==> src/rtl/array_update_pkg.sv <==
// ============================================================================
// Module      : array_update_pkg
// Description : Shared types and default sizes for array_update_sched.
// Revision    : 1.0 - initial release
// ============================================================================
`default_nettype none

package array_update_pkg;

  localparam int DEF_NUM_REQ   = 2;
  localparam int DEF_NUM_ELEMS = 4;
  localparam int DEF_ELEM_W    = 33;
  localparam int DEF_IDX_W     = 32;
  localparam int REQ_ID_W      = $clog2(DEF_NUM_REQ);
  // Wide enough for the largest supported requester count (8).
  localparam int ID_MAX_W      = 3;

  typedef logic [DEF_ELEM_W-1:0] elem_t;
  typedef logic [DEF_IDX_W-1:0]  idx_t;

  typedef struct packed {
    idx_t                idx;
    elem_t               data;
    logic [ID_MAX_W-1:0] id;
  } upd_req_t;

endpackage

`default_nettype wire

==> src/rtl/array_update_sched_rr_arbiter.sv <==
// ============================================================================
// Module      : rr_arbiter
// Description : Round-robin arbiter; owns the rotating priority pointer.
// Revision    : 1.0 - initial release
// ============================================================================
`default_nettype none

module rr_arbiter #(
  parameter int NUM_REQ = 2
) (
  input  logic               clk,
  input  logic               rst,
  input  logic [NUM_REQ-1:0] req,
  output logic [NUM_REQ-1:0] grant
);

  localparam int PTR_W = $clog2(NUM_REQ);

  logic [PTR_W-1:0] r_ptr;
  logic [PTR_W-1:0] w_ptr_nxt;
  logic             w_hit;

  function automatic int wrap(input int a);
    return (a >= NUM_REQ) ? a - NUM_REQ : a;
  endfunction

  // Scan from the pointer, wrapping; the first requester seen wins.
  always_comb begin
    grant     = '0;
    w_hit     = 1'b0;
    w_ptr_nxt = r_ptr;
    for (int k = 0; k < NUM_REQ; k++) begin
      if (!w_hit && req[wrap(int'(r_ptr) + k)]) begin
        grant[wrap(int'(r_ptr) + k)] = 1'b1;
        w_hit                        = 1'b1;
        w_ptr_nxt                    = PTR_W'(wrap(int'(r_ptr) + k + 1));
      end
    end
  end

  always_ff @(posedge clk or posedge rst) begin
    if (rst) begin
      r_ptr <= '0;
    end else begin
      r_ptr <= w_ptr_nxt;
    end
  end

endmodule

`default_nettype wire

==> src/rtl/array_update_sched.sv <==
// ============================================================================
// Module      : array_update_sched
// Description : Round-robin shared 2-stage array-update datapath.
//               Optional macro ARRAY_UPD_BOUNDS_CHECK_EN adds done_err.
// Revision    : 1.0 - initial release
// ============================================================================
`default_nettype none

module array_update_sched
  import array_update_pkg::*;
#(
  parameter int NUM_REQ   = DEF_NUM_REQ,
  parameter int NUM_ELEMS = DEF_NUM_ELEMS,
  parameter int ELEM_W    = DEF_ELEM_W,
  parameter int IDX_W     = DEF_IDX_W
) (
  input  logic                        clk,
  input  logic                        rst,
  input  logic                        clear,
  input  logic [NUM_REQ-1:0]          req_valid,
  output logic [NUM_REQ-1:0]          req_ready,
  input  logic [NUM_REQ*IDX_W-1:0]    req_index,
  input  logic [NUM_REQ*ELEM_W-1:0]   req_data,
  output logic [NUM_ELEMS*ELEM_W-1:0] arr_out,
  output logic                        done_valid,
`ifdef ARRAY_UPD_BOUNDS_CHECK_EN
  output logic                        done_err,
`endif
  output logic [$clog2(NUM_REQ)-1:0]  done_id
);

  localparam int ID_W = $clog2(NUM_REQ);

  upd_req_t          w_sel;
  logic              w_xfer;
  logic              r_p0_valid;
  upd_req_t          r_p0;
  logic [ELEM_W-1:0] r_arr [NUM_ELEMS];

  rr_arbiter #(.NUM_REQ(NUM_REQ)) u_arb (
    .clk   (clk),
    .rst   (rst),
    .req   (req_valid),
    .grant (req_ready)
  );

  // No backpressure: any valid request produces a transfer this cycle.
  assign w_xfer = |req_valid;

  always_comb begin
    w_sel = '0;
    for (int i = 0; i < NUM_REQ; i++) begin
      if (req_ready[i]) begin
        w_sel.idx  = req_index[i*IDX_W +: IDX_W];
        w_sel.data = req_data[i*ELEM_W +: ELEM_W];
        w_sel.id   = ID_MAX_W'(i);
      end
    end
  end

  always_ff @(posedge clk or posedge rst) begin
    if (rst) begin
      r_p0_valid <= 1'b0;
      r_p0       <= '0;
    end else begin
      r_p0_valid <= w_xfer;
      if (w_xfer) begin
        r_p0 <= w_sel;
      end
    end
  end

  // Full-width index compare: out-of-range writes match no element.
  always_ff @(posedge clk or posedge rst) begin
    if (rst) begin
      for (int k = 0; k < NUM_ELEMS; k++) begin
        r_arr[k] <= '0;
      end
      done_valid <= 1'b0;
      done_id    <= '0;
    end else begin
      done_valid <= r_p0_valid;
      if (r_p0_valid) begin
        done_id <= r_p0.id[ID_W-1:0];
      end
      for (int k = 0; k < NUM_ELEMS; k++) begin
        if (clear) begin
          r_arr[k] <= '0;
        end else if (r_p0_valid && (r_p0.idx == IDX_W'(k))) begin
          r_arr[k] <= r_p0.data;
        end
      end
    end
  end

`ifdef ARRAY_UPD_BOUNDS_CHECK_EN
  always_ff @(posedge clk or posedge rst) begin
    if (rst) begin
      done_err <= 1'b0;
    end else begin
      done_err <= r_p0_valid && (r_p0.idx >= IDX_W'(NUM_ELEMS));
    end
  end

`ifndef SYNTHESIS
  a_err_implies_valid: assert property (
    @(posedge clk) disable iff (rst) done_err |-> done_valid
  );
`endif
`endif

  for (genvar k = 0; k < NUM_ELEMS; k++) begin : g_arr
    assign arr_out[k*ELEM_W +: ELEM_W] = r_arr[k];
  end

endmodule

`default_nettype wire

==> config.mk <==
export PLATFORM = sky130hd
export DESIGN_NAME = array_update_sched
export DESIGN_NICKNAME = d
export VERILOG_FILES = /design/src/rtl/array_update_pkg.sv /design/src/rtl/array_update_sched_rr_arbiter.sv /design/src/rtl/array_update_sched.sv
export SDC_FILE = /design/constraint.sdc
export NUM_CORES = 1
export LEC_CHECK = 0
export CAP_MARGIN = 20
export CORE_MARGIN = 2
export CORE_UTILIZATION = 51
export CTS_CLUSTER_SIZE = 10
export DETAILED_ROUTE_END_ITERATION = 16
export GPL_ROUTABILITY_DRIVEN = 0
export GPL_TIMING_DRIVEN = 0
export PLACE_DENSITY = 0.83
export REMOVE_ABC_BUFFERS = 1
export SLEW_MARGIN = 20
export SYNTH_ARGS = -nofsm -noshare
export SYNTH_HDL_FRONTEND = slang
export SYNTH_SLANG_ARGS = --single-unit
==> constraint.sdc <==
create_clock -name clk -period 13.1 [get_ports clk]
set_input_delay 1.965 -clock clk [delete_from_list [all_inputs] [get_ports clk]]
set_output_delay 1.965 -clock clk [all_outputs]
set_load 0.01 [all_outputs]
* Word level (Yosys, flattened, before mapping)
Index checks and enable logic that the tools add are counted.
** Storage, ports and cells
- Bits in registers :: 202
- Input port bits :: 135
** Cells by class
- Add/sub/neg operators :: 5
- $lt $le $gt $ge :: 7
- Eq/ne operators :: 3
- Multiplexer cells :: 28
- Bitwise operators :: 1
- Reductions and logical operators :: 15
** Operators by type and width (number)
- two-way mux 33 bit :: 8
- two-way mux 68 bit :: 2
- == test 32 x 2 -> 1 bit (second input constant) :: 2
- greater-or-equal comparator 32 x 1 -> 1 bit (second input constant) :: 2
- greater-or-equal comparator 32 x 3 -> 1 bit (second input constant) :: 2
- < comparator 32 x 3 -> 1 bit (second input constant) :: 2
- two-way mux 32 bit :: 2
- == test 32 x 1 -> 1 bit (second input constant) :: 1
- zero test 32 bit :: 1
- subtractor 32 x 3 -> 32 bit (second input constant) :: 1
- two-way mux 1 bit :: 12
- nonzero test 2 bit :: 5
- logical AND 1 bit :: 7
- two-way mux 2 bit :: 2
- adder 2 x 1 -> 3 bit (second input constant) :: 1
- subtractor 1 x 2 -> 3 bit (second input constant) :: 1
- adder 1 x 1 -> 2 bit (second input constant) :: 1
- demux 1 bit (select 1 bit) :: 2
- greater-or-equal comparator 1 x 2 -> 1 bit (second input constant) :: 1
- OR 2 bit :: 1
- OR reduction 2 bit :: 1
- zero test 1 bit :: 1
- subtractor 1 bit (second input constant) :: 1

* Longest topological paths before layout
Gate-level depths: netlist of run 1.
- Depth in word-level cells :: 11
- Mapped depth :: 7

* By module
A second synthesis of run 1 with hierarchy kept.
** Second synthesis, totals
- Cells, all modules :: 784
- Area, all modules :: 8996.1 um^2
** By module, submodules not included
- array_update_sched :: times used 1, cells an instance 777, area each 8939.8 um^2
- rr_arbiter :: times used 1, cells an instance 7, area each 56.3 um^2

* Worst setup path before layout of run 1
OpenSTA, ideal clock, no wires.
- Path kind :: in2out
- Start :: input req_valid[1]
- End :: output req_ready[1]
- Arrival time :: 2973 ps
- Required time :: 11135 ps
- Slack :: 8162 ps
- Stages on the path :: 6
- Path buffers :: 4
- Cells stage by stage :: buf_2 -> o21ai_1 -> buf_2 -> buf_1 -> inv_1 -> buf_4
** On the way
- Word-level cells in the longest chain between the ends :: 7
- Elaborated cells on any way between the ends :: 12
** RTL lines
- start: declaration :: RTL line array_update_sched.sv:20 : input logic [NUM_REQ-1:0] req_valid,
- two-way mux 1 bit (implied by the code) (3 in a row) :: RTL line array_update_sched_rr_arbiter.sv:33 : if (!w_hit && req[wrap(int'(r_ptr) + k)]) begin
- two-way mux 1 bit :: RTL line array_update_sched_rr_arbiter.sv:33
- zero test 1 bit :: RTL line array_update_sched_rr_arbiter.sv:33
- logical AND 1 bit :: RTL line array_update_sched_rr_arbiter.sv:33
- two-way mux 2 bit * :: RTL line array_update_sched_rr_arbiter.sv:33
- end: declaration :: RTL line array_update_sched.sv:21 : output logic [NUM_REQ-1:0] req_ready,
Mark *: on every way between the ends. The rest lies on a longest branch, timed or not. The select of a mux whose other input is x is not followed.

* Worst setup path after layout of run 1
- Start :: input req_valid[0]
- End :: output req_ready[0]
Same word-level chain as after synthesis.

==> key figures, run 1 <==
Pwr
  – Leak Pwr: 5.92 nW
  – PD cells: between 100 and 150 mW/mm²
  – Peak VDD IR: between 0.09 and 0.1 mV
  – Power Total: 0.00140 W

Floorplan
  – Die area: about 0.019 mm²
  – DIE HEIGHT: 137 µm
  – # rows: 48
  – Starting density of the core: around 52%
  – Core ar.: roughly 0.017 mm²
  – Ports: between 200 and 300
  – Chip width: 137 µm

Detailed routing
  – Vias/cell: 5.34
  – Post-route DRC: 0
  – Post-Route WL: between 20000 and 25000 µm
  – Drt first pass iters: 6
  – Drt first-iter violations: ~320
  – DR vias: about 6900
  – DRT antenna net count: 0
  – Wirelength per Cell: around 19 µm

Clock network
  – Num CTS Buffers: 24
  – CTS tree: yes
  – CTS sink cnt: 202
  – CTS clk-pin slew, worst paths: roughly 0.060 ns
  – Post-CTS setup buffer count: 0
  – Hold Buf Count CTS: 0
  – # resized after CTS: 0
  – Clock tree root buffer cell: clkbuf_16
  – H-tree levels: 1
  – Clk buf depth: 3
  – Clk_lat worst skew: roughly 0.50 ns

Setup path
  – CP Capture Type: output port
  – Startpoint types: input port
  – Arrival @ worst endpoint: 5.02 ns
  – Buf/Inv on CP: 4
  – CP top delay family: buffers and inverters
  – Kind of critical path: in -> out
  – Critical Path RT: 11.14 ns
  – Crit-path cells: clkdlybuf4s50_1 > nand2_2 > buf_12 > clkinv_1 > clkdlybuf4s50_1
  – Slowest cell delay on critical path: between 0.8 and 0.9 ns
  – Crit-path slowest cell: clkdlybuf4s50_1
  – Cell mode on critical path: clkdlybuf4s50_1
  – Critical Path Fanout Max: 28

Timing
  – Unrepaired setup endpoints after global routing: false
  – Final setup fails: 0
  – Clock skew: about 0.013 ns
  – Worst-margin pin slew: 1.11 ns
  – Fmax: ~140 MHz
  – Slew Limit Fails: 0
  – Relative slew slack: 25.8%
  – Final hold vios: 0
  – Period minus WS final: about 7.0 ns
  – Worst hold slack: 0.443 ns
  – Fin crit share: a little over half
  – Setup TNS: 0 ns

Job
  – Max_cap viols: 0

Yosys
  – Sequential area share after synthesis: 55.7%
  – Ranking of synthesized cells by area: dfrtp_1 56%, mux2i_1 16%, nand2b_1 11%
  – Unique masters post-synth: 27
  – Commonest cells in the netlist: 202 x dfrtp_1, 165 x nand2b_1, 149 x mux2i_1
  – Seq cells post-synth: slightly above 200
  – Number of flops mapped to enable cells by yosys: 0
  – Cell with the most instances after synthesis: dfrtp_1
  – Avg Synthesized Cell Area: approximately 11 µm²
  – Area fraction of the dominant cell type after synthesis: 55.7%
  – Yosys top cell by area: dfrtp_1
  – Mapped Area: approximately 0.0091 mm²
  – Yosys warnings: 0
  – Synth Flop Type: dfrtp_1
  – Cell count after synthesis: 813
  – Async SR Flop Fraction: 100%

Global routing
  – First-pass GRT wire length: ~38000 µm
  – Antenna violations before repair: 0
  – Largest net degree at the start of global routing: 103
  – M2 GR Usage: ~45%
  – Met1 usage: 32.0%
  – GRT Overall Usage: around a quarter
  – Busiest grt layer: met2
  – Met3 usage: under 10%
  – Gr ovfl total: 0
  – Number of global-route vias before repair: approximately 7200

Finish
  – Final #Nets: roughly 1200
  – N_diodes: 0
  – Area growth from synthesis to layout: 39.0%
  – Fillcell total: 1237
  – Finished Cell Area: around 0.013 mm²
  – Post-route insts no fill: about 1300
  – Layout cells sized above 1: under 10%

Hold path
  – Hold Crit Class: reg -> reg

Placement
  – Placed Area: between 0.01 and 0.015 mm²
  – Post-DP HPWL: 16200 µm
  – Post-Place Cells: between 1000 and 1500
  – Port Buffer Count: 270

Run status
  – Status: completed
-- where the power goes --
group | switching [W] | total [W] | internal (W)
combinational | 0.0000739 | 0.000149 | 0.0000754
sequential | 0.0000208 | 0.000672 | 0.000652
clock | 0.000235 | 0.000574 | 0.000339
total | 0.000329 | 0.00140 | 0.00107
-- metal layers --
layer	part of all wire [%]	wire, µm	up-vias
met5	0	0	-
met4	2.2	528	0
met3	7.8	1900	35
met2	50	12000	261
met1	40	9720	3381
li1	-	-	3235
-- stage by stage --
| stage | worst slack [ns] | utilization, % |
|---|---|---|
| 4_1_cts | 6.08 | 72.6 |
| 3_5_place_dp | 6.08 | 68.9 |
| 2_1_floorplan | 5.62 | - |
| 3_3_place_gp | 2.90 | 67.5 |
| 5_1_grt | 5.92 | 72.6 |
| 6_report | 6.11 | 72.6 |
-- state kept, by name, summed over array words and instances, names as in the netlist --
| register | flops |
|---|---|
| done_id | 1 |
| u_arb.r_ptr | 1 |
| r_p0_valid | 1 |
| r_p0 | 66 |
| arr_out | 132 |
| done_valid | 1 |
-- logic make-up (layout without fill, tap and decap cells) --
group / count (synthesis) / count (layout) / share of synthesized area [%]
multiplexers: 150 / 150 / 16.6
buffers and inverters: 63 / 319 / 3.96
AO/OA/AOI/OAI: 67 / 67 / 4.39
flip-flops: 202 / 202 / 55.7
AND/OR/NAND/NOR: 331 / 331 / 19.4
-- final timing paths --
kind | from | end | slack [ns] | cells after the start
worst max register to register | u_arb.r_ptr | r_p0[17] | 10.18 | 6
min in group asynchronous | rst | r_p0[49] | 1.99 | 2
worst max-delay path | req_valid[0] | req_ready[0] | 6.11 | 5
worst min-delay path | r_p0_valid | done_valid | 0.44 | 0
worst min register to register | r_p0_valid | done_valid | 0.44 | 0
max in group asynchronous | rst | r_p0[27] | 10.18 | 3
-- area by class of cell --
type / instances / area (µm²) / area share [%]
multi-input cells: 548 / 3670 / 29.1
repair buffers: 284 / 2930 / 23.2
inverters: 4 / 22.5 / 0.179
well taps: 225 / 282 / 2.23
flip-flops and latches: 202 / 5050 / 40.1
clock inverters: 1 / 5.00 / 0.0397
clock buffers: 30 / 644 / 5.11
-- worst reg2reg max path: stages (launching register included) --
cell,delay (ns)
dfrtp_1,0.87
nand2_1,0.19
nand2_2,0.52
buf_12,0.27
clkinv_1,0.53
a21oi_1,0.34
nand2_1,0.09
-- layout by cell type (no fill, tap or decap), drive strengths merged --
master	synthesis	routed
nand2	19	19
nor3	1	1
buf	26	16
nand4	1	1
and4bb	1	1
nor4	6	6
o21a	1	1
clkdlybuf4s50	0	268
nor2	115	115
nand3	17	17
nor4b	1	1
nand2b	165	165
o21ai	1	1
dfrtp	202	202
or2	1	1
inv	3	3
mux2i	149	149
o22ai	48	48
clkinv	1	2
a21oi	17	17
nand4b	2	2
and4	2	2
clkbuf	33	30
mux2	1	1
(Power assumes the default switching activity.)
==> run 2: changes to the inputs <==
- CORE_UTILIZATION: 51 -> 43
- PLACE_DENSITY: 0.83 -> 0.74
- clock period: 13.1 -> 6.1 ns (I/O delays scaled with it)
==> run 2 against run 1 <==
Clock-buffer cell count fell by 1. Total power grew 120%. Global-route usage down 4.1 points. Critical path depth fell by 1. Worst setup slack worse by 5.0 ns. Final area grew 1.2%. Core utilization down 12 points. First-iteration DRC count decreased by 19%. Cell count grew 3.9%. Combinational power rose by 120%. Sequential share of layout area is 0.47 points lower. Worst hold slack lost 0.027 ns. Critical endpoint unchanged. Highest routed layer is now met5.
==> key figures, run 2 (synthesis results as in run 1) <==
Setup path
  – Critical Path RT: between 5 and 6 ns
  – Cell mode on critical path: clkdlybuf4s50_1
  – Kind of critical path: in -> out
  – Buf/Inv on CP: 3
  – CP Capture Type: output port
  – RR Endpoint: r_p0[17]
  – Slowest cell delay on critical path: 0.93 ns
  – Arrival @ worst endpoint: approximately 4.1 ns
  – Crit-path slowest cell: clkdlybuf4s50_1
  – Startpoint types: input port
  – R2R Path Start: u_arb.r_ptr
  – Critical Path Fanout Max: 49
  – R2R setup slack: between 3 and 4 ns
  – R2r worst-path depth: 5
  – CP top delay family: buffers and inverters
  – Crit-path cells: clkdlybuf4s50_1 > nand2_4 > clkinv_1 > clkdlybuf4s50_1

Clock network
  – Num CTS Buffers: 24
  – Clock tree root buffer cell: clkbuf_16
  – Hold Buf Count CTS: 0
  – Post-CTS setup buffer count: 0
  – CTS clk-pin slew, worst paths: about 0.06 ns
  – Clk buf depth: 3
  – # resized after CTS: 0
  – CTS sink cnt: between 200 and 250
  – H-tree levels: 1
  – CTS tree: yes
  – Clk_lat worst skew: between 0.5 and 0.6 ns

Timing
  – Fmax: 199 MHz
  – Relative slew slack: between 20 and 30%
  – Worst-margin pin slew: roughly 1.1 ns
  – Slew Limit Fails: 0
  – Fin crit share: 82.5%
  – Period minus WS final: around 5.0 ns
  – Final setup fails: 0
  – Unrepaired setup endpoints after global routing: false
  – Final hold vios: 0
  – Clock skew: 0.0136 ns

Pwr
  – PD cells: 239 mW/mm²
  – Peak VDD IR: around 0.16 mV
  – Power Total: roughly 0.003 W
  – Leak Pwr: about 6.0 nW

Floorplan
  – Chip width: ~150 µm
  – Die area: around 0.022 mm²
  – # rows: 53
  – Ports: approximately 270
  – Starting density of the core: 43.4%
  – DIE HEIGHT: 149 µm
  – Core ar.: approximately 0.021 mm²

Detailed routing
  – DRT antenna net count: 0
  – DR vias: approximately 6900
  – Drt first-iter violations: between 200 and 300
  – Drt first pass iters: 5
  – Post-route DRC: 0
  – Post-Route WL: ~24000 µm
  – Vias/cell: roughly 5
  – Wirelength per Cell: about 18 µm

Hold path
  – Hold Crit Class: reg -> reg
  – Worst Min Path Start: r_p0_valid
  – Hold path cells: 0
  – Worst hold endpoint: done_valid

Global routing
  – Antenna violations before repair: 1
  – Gr ovfl total: 0
  – Number of global-route vias before repair: a little over 7000
  – GRT Overall Usage: between 20% and 30%
  – First-pass GRT wire length: ~38000 µm
  – Largest net degree at the start of global routing: 102

Finish
  – Area growth from synthesis to layout: 40.7%
  – Final #Nets: 1200
  – Commonest cells after routing, fill and taps aside: 268 x clkdlybuf4s50_1, 202 x dfrtp_1, 165 x nand2b_1
  – Max reg flops: roughly 130
  – Layout cells sized above 1: 4.96%
  – N_diodes: 0
  – Commonest non-fill, non-tap cell in the layout: clkdlybuf4s50_1
  – Final core occ: roughly three fifths

Placement
  – Post-DP HPWL: ~16000 µm
  – Port Buffer Count: 270

Job
  – Max_cap viols: 0

Run status
  – Status: completed
-- run 2: changes by cell type in the layout (fill, tap and decap cells not counted) --
cell / before / now
clkinv_2: 1 / 0
nand2_2: 1 / 0
or2_2: 1 / 0
buf_6: 7 / 6
clkbuf_1: 5 / 4
nand2_4: 0 / 1
buf_12: 3 / 1
buf_16: 2 / 6
bufinv_16: 0 / 1
or2_4: 0 / 1
-- run 2: where the power goes --
part	internal, W	switching [W]
clock	0.000767	0.000514
sequential	0.00140	0.0000435
combinational	0.000166	0.000159
total	0.00233	0.000717
-- run 2: metrics by stage --
stage	hold WS (ns)	instances	cell area [µm²]	TNS, ns	worst slack (ns)
floorplan	0.374	754	8730	-65.79	-0.326
global placement	0.414	1299	11800	-655.30	-3.24
detailed placement	0.408	1314	12100	0	1.07
CTS	0.416	1344	12800	0	1.06
global route	0.438	1344	12800	0	0.906
finish	0.416	1344	12800	0	1.07
-- run 2: worst max-delay path by stage --
stage / startpoint / to / slack, ns / cells after the start
after floorplan: rst / arr_out[0] / -0.33 / 1
after global placement: rst / r_p0[27] / -3.24 / 2
after detailed placement: req_valid[0] / req_ready[0] / 1.07 / 4
after CTS: req_valid[0] / req_ready[0] / 1.06 / 4
after global routing: req_valid[0] / req_ready[0] / 0.91 / 4
final: req_valid[0] / req_ready[0] / 1.07 / 4
-- run 2: final cells by class --
| class | instances | area (µm²) |
|---|---|---|
| clock buffer | 29 | 641 |
| multi-input combinational | 548 | 3680 |
| inverter | 4 | 22.5 |
| timing repair buffer | 285 | 2990 |
| clock inverter | 1 | 30.0 |
| tap | 275 | 344 |
| sequential | 202 | 5050 |
| fill | 1774 | 8130 |
-- run 2: routing by layer --
layer | GRT usage (%) | part of all wire (%) | routed length (µm)
met1 | 28.1 | 43 | 10400
met2 | 36.2 | 47 | 11500
met3 | 6.02 | 7.8 | 1910
met4 | 4.67 | 2.1 | 521
met5 | 0 | 0.053 | 13
-- run 2: worst register-to-register path: cells and delay by family (launching register included) --
kind / cells / cell delay [ns]
AOI/OAI and AO/OA: 1 / 0.35
and+or+nand+nor: 3 / 0.88
DFF: 1 / 0.85
buffers and inverters: 1 / 0.77
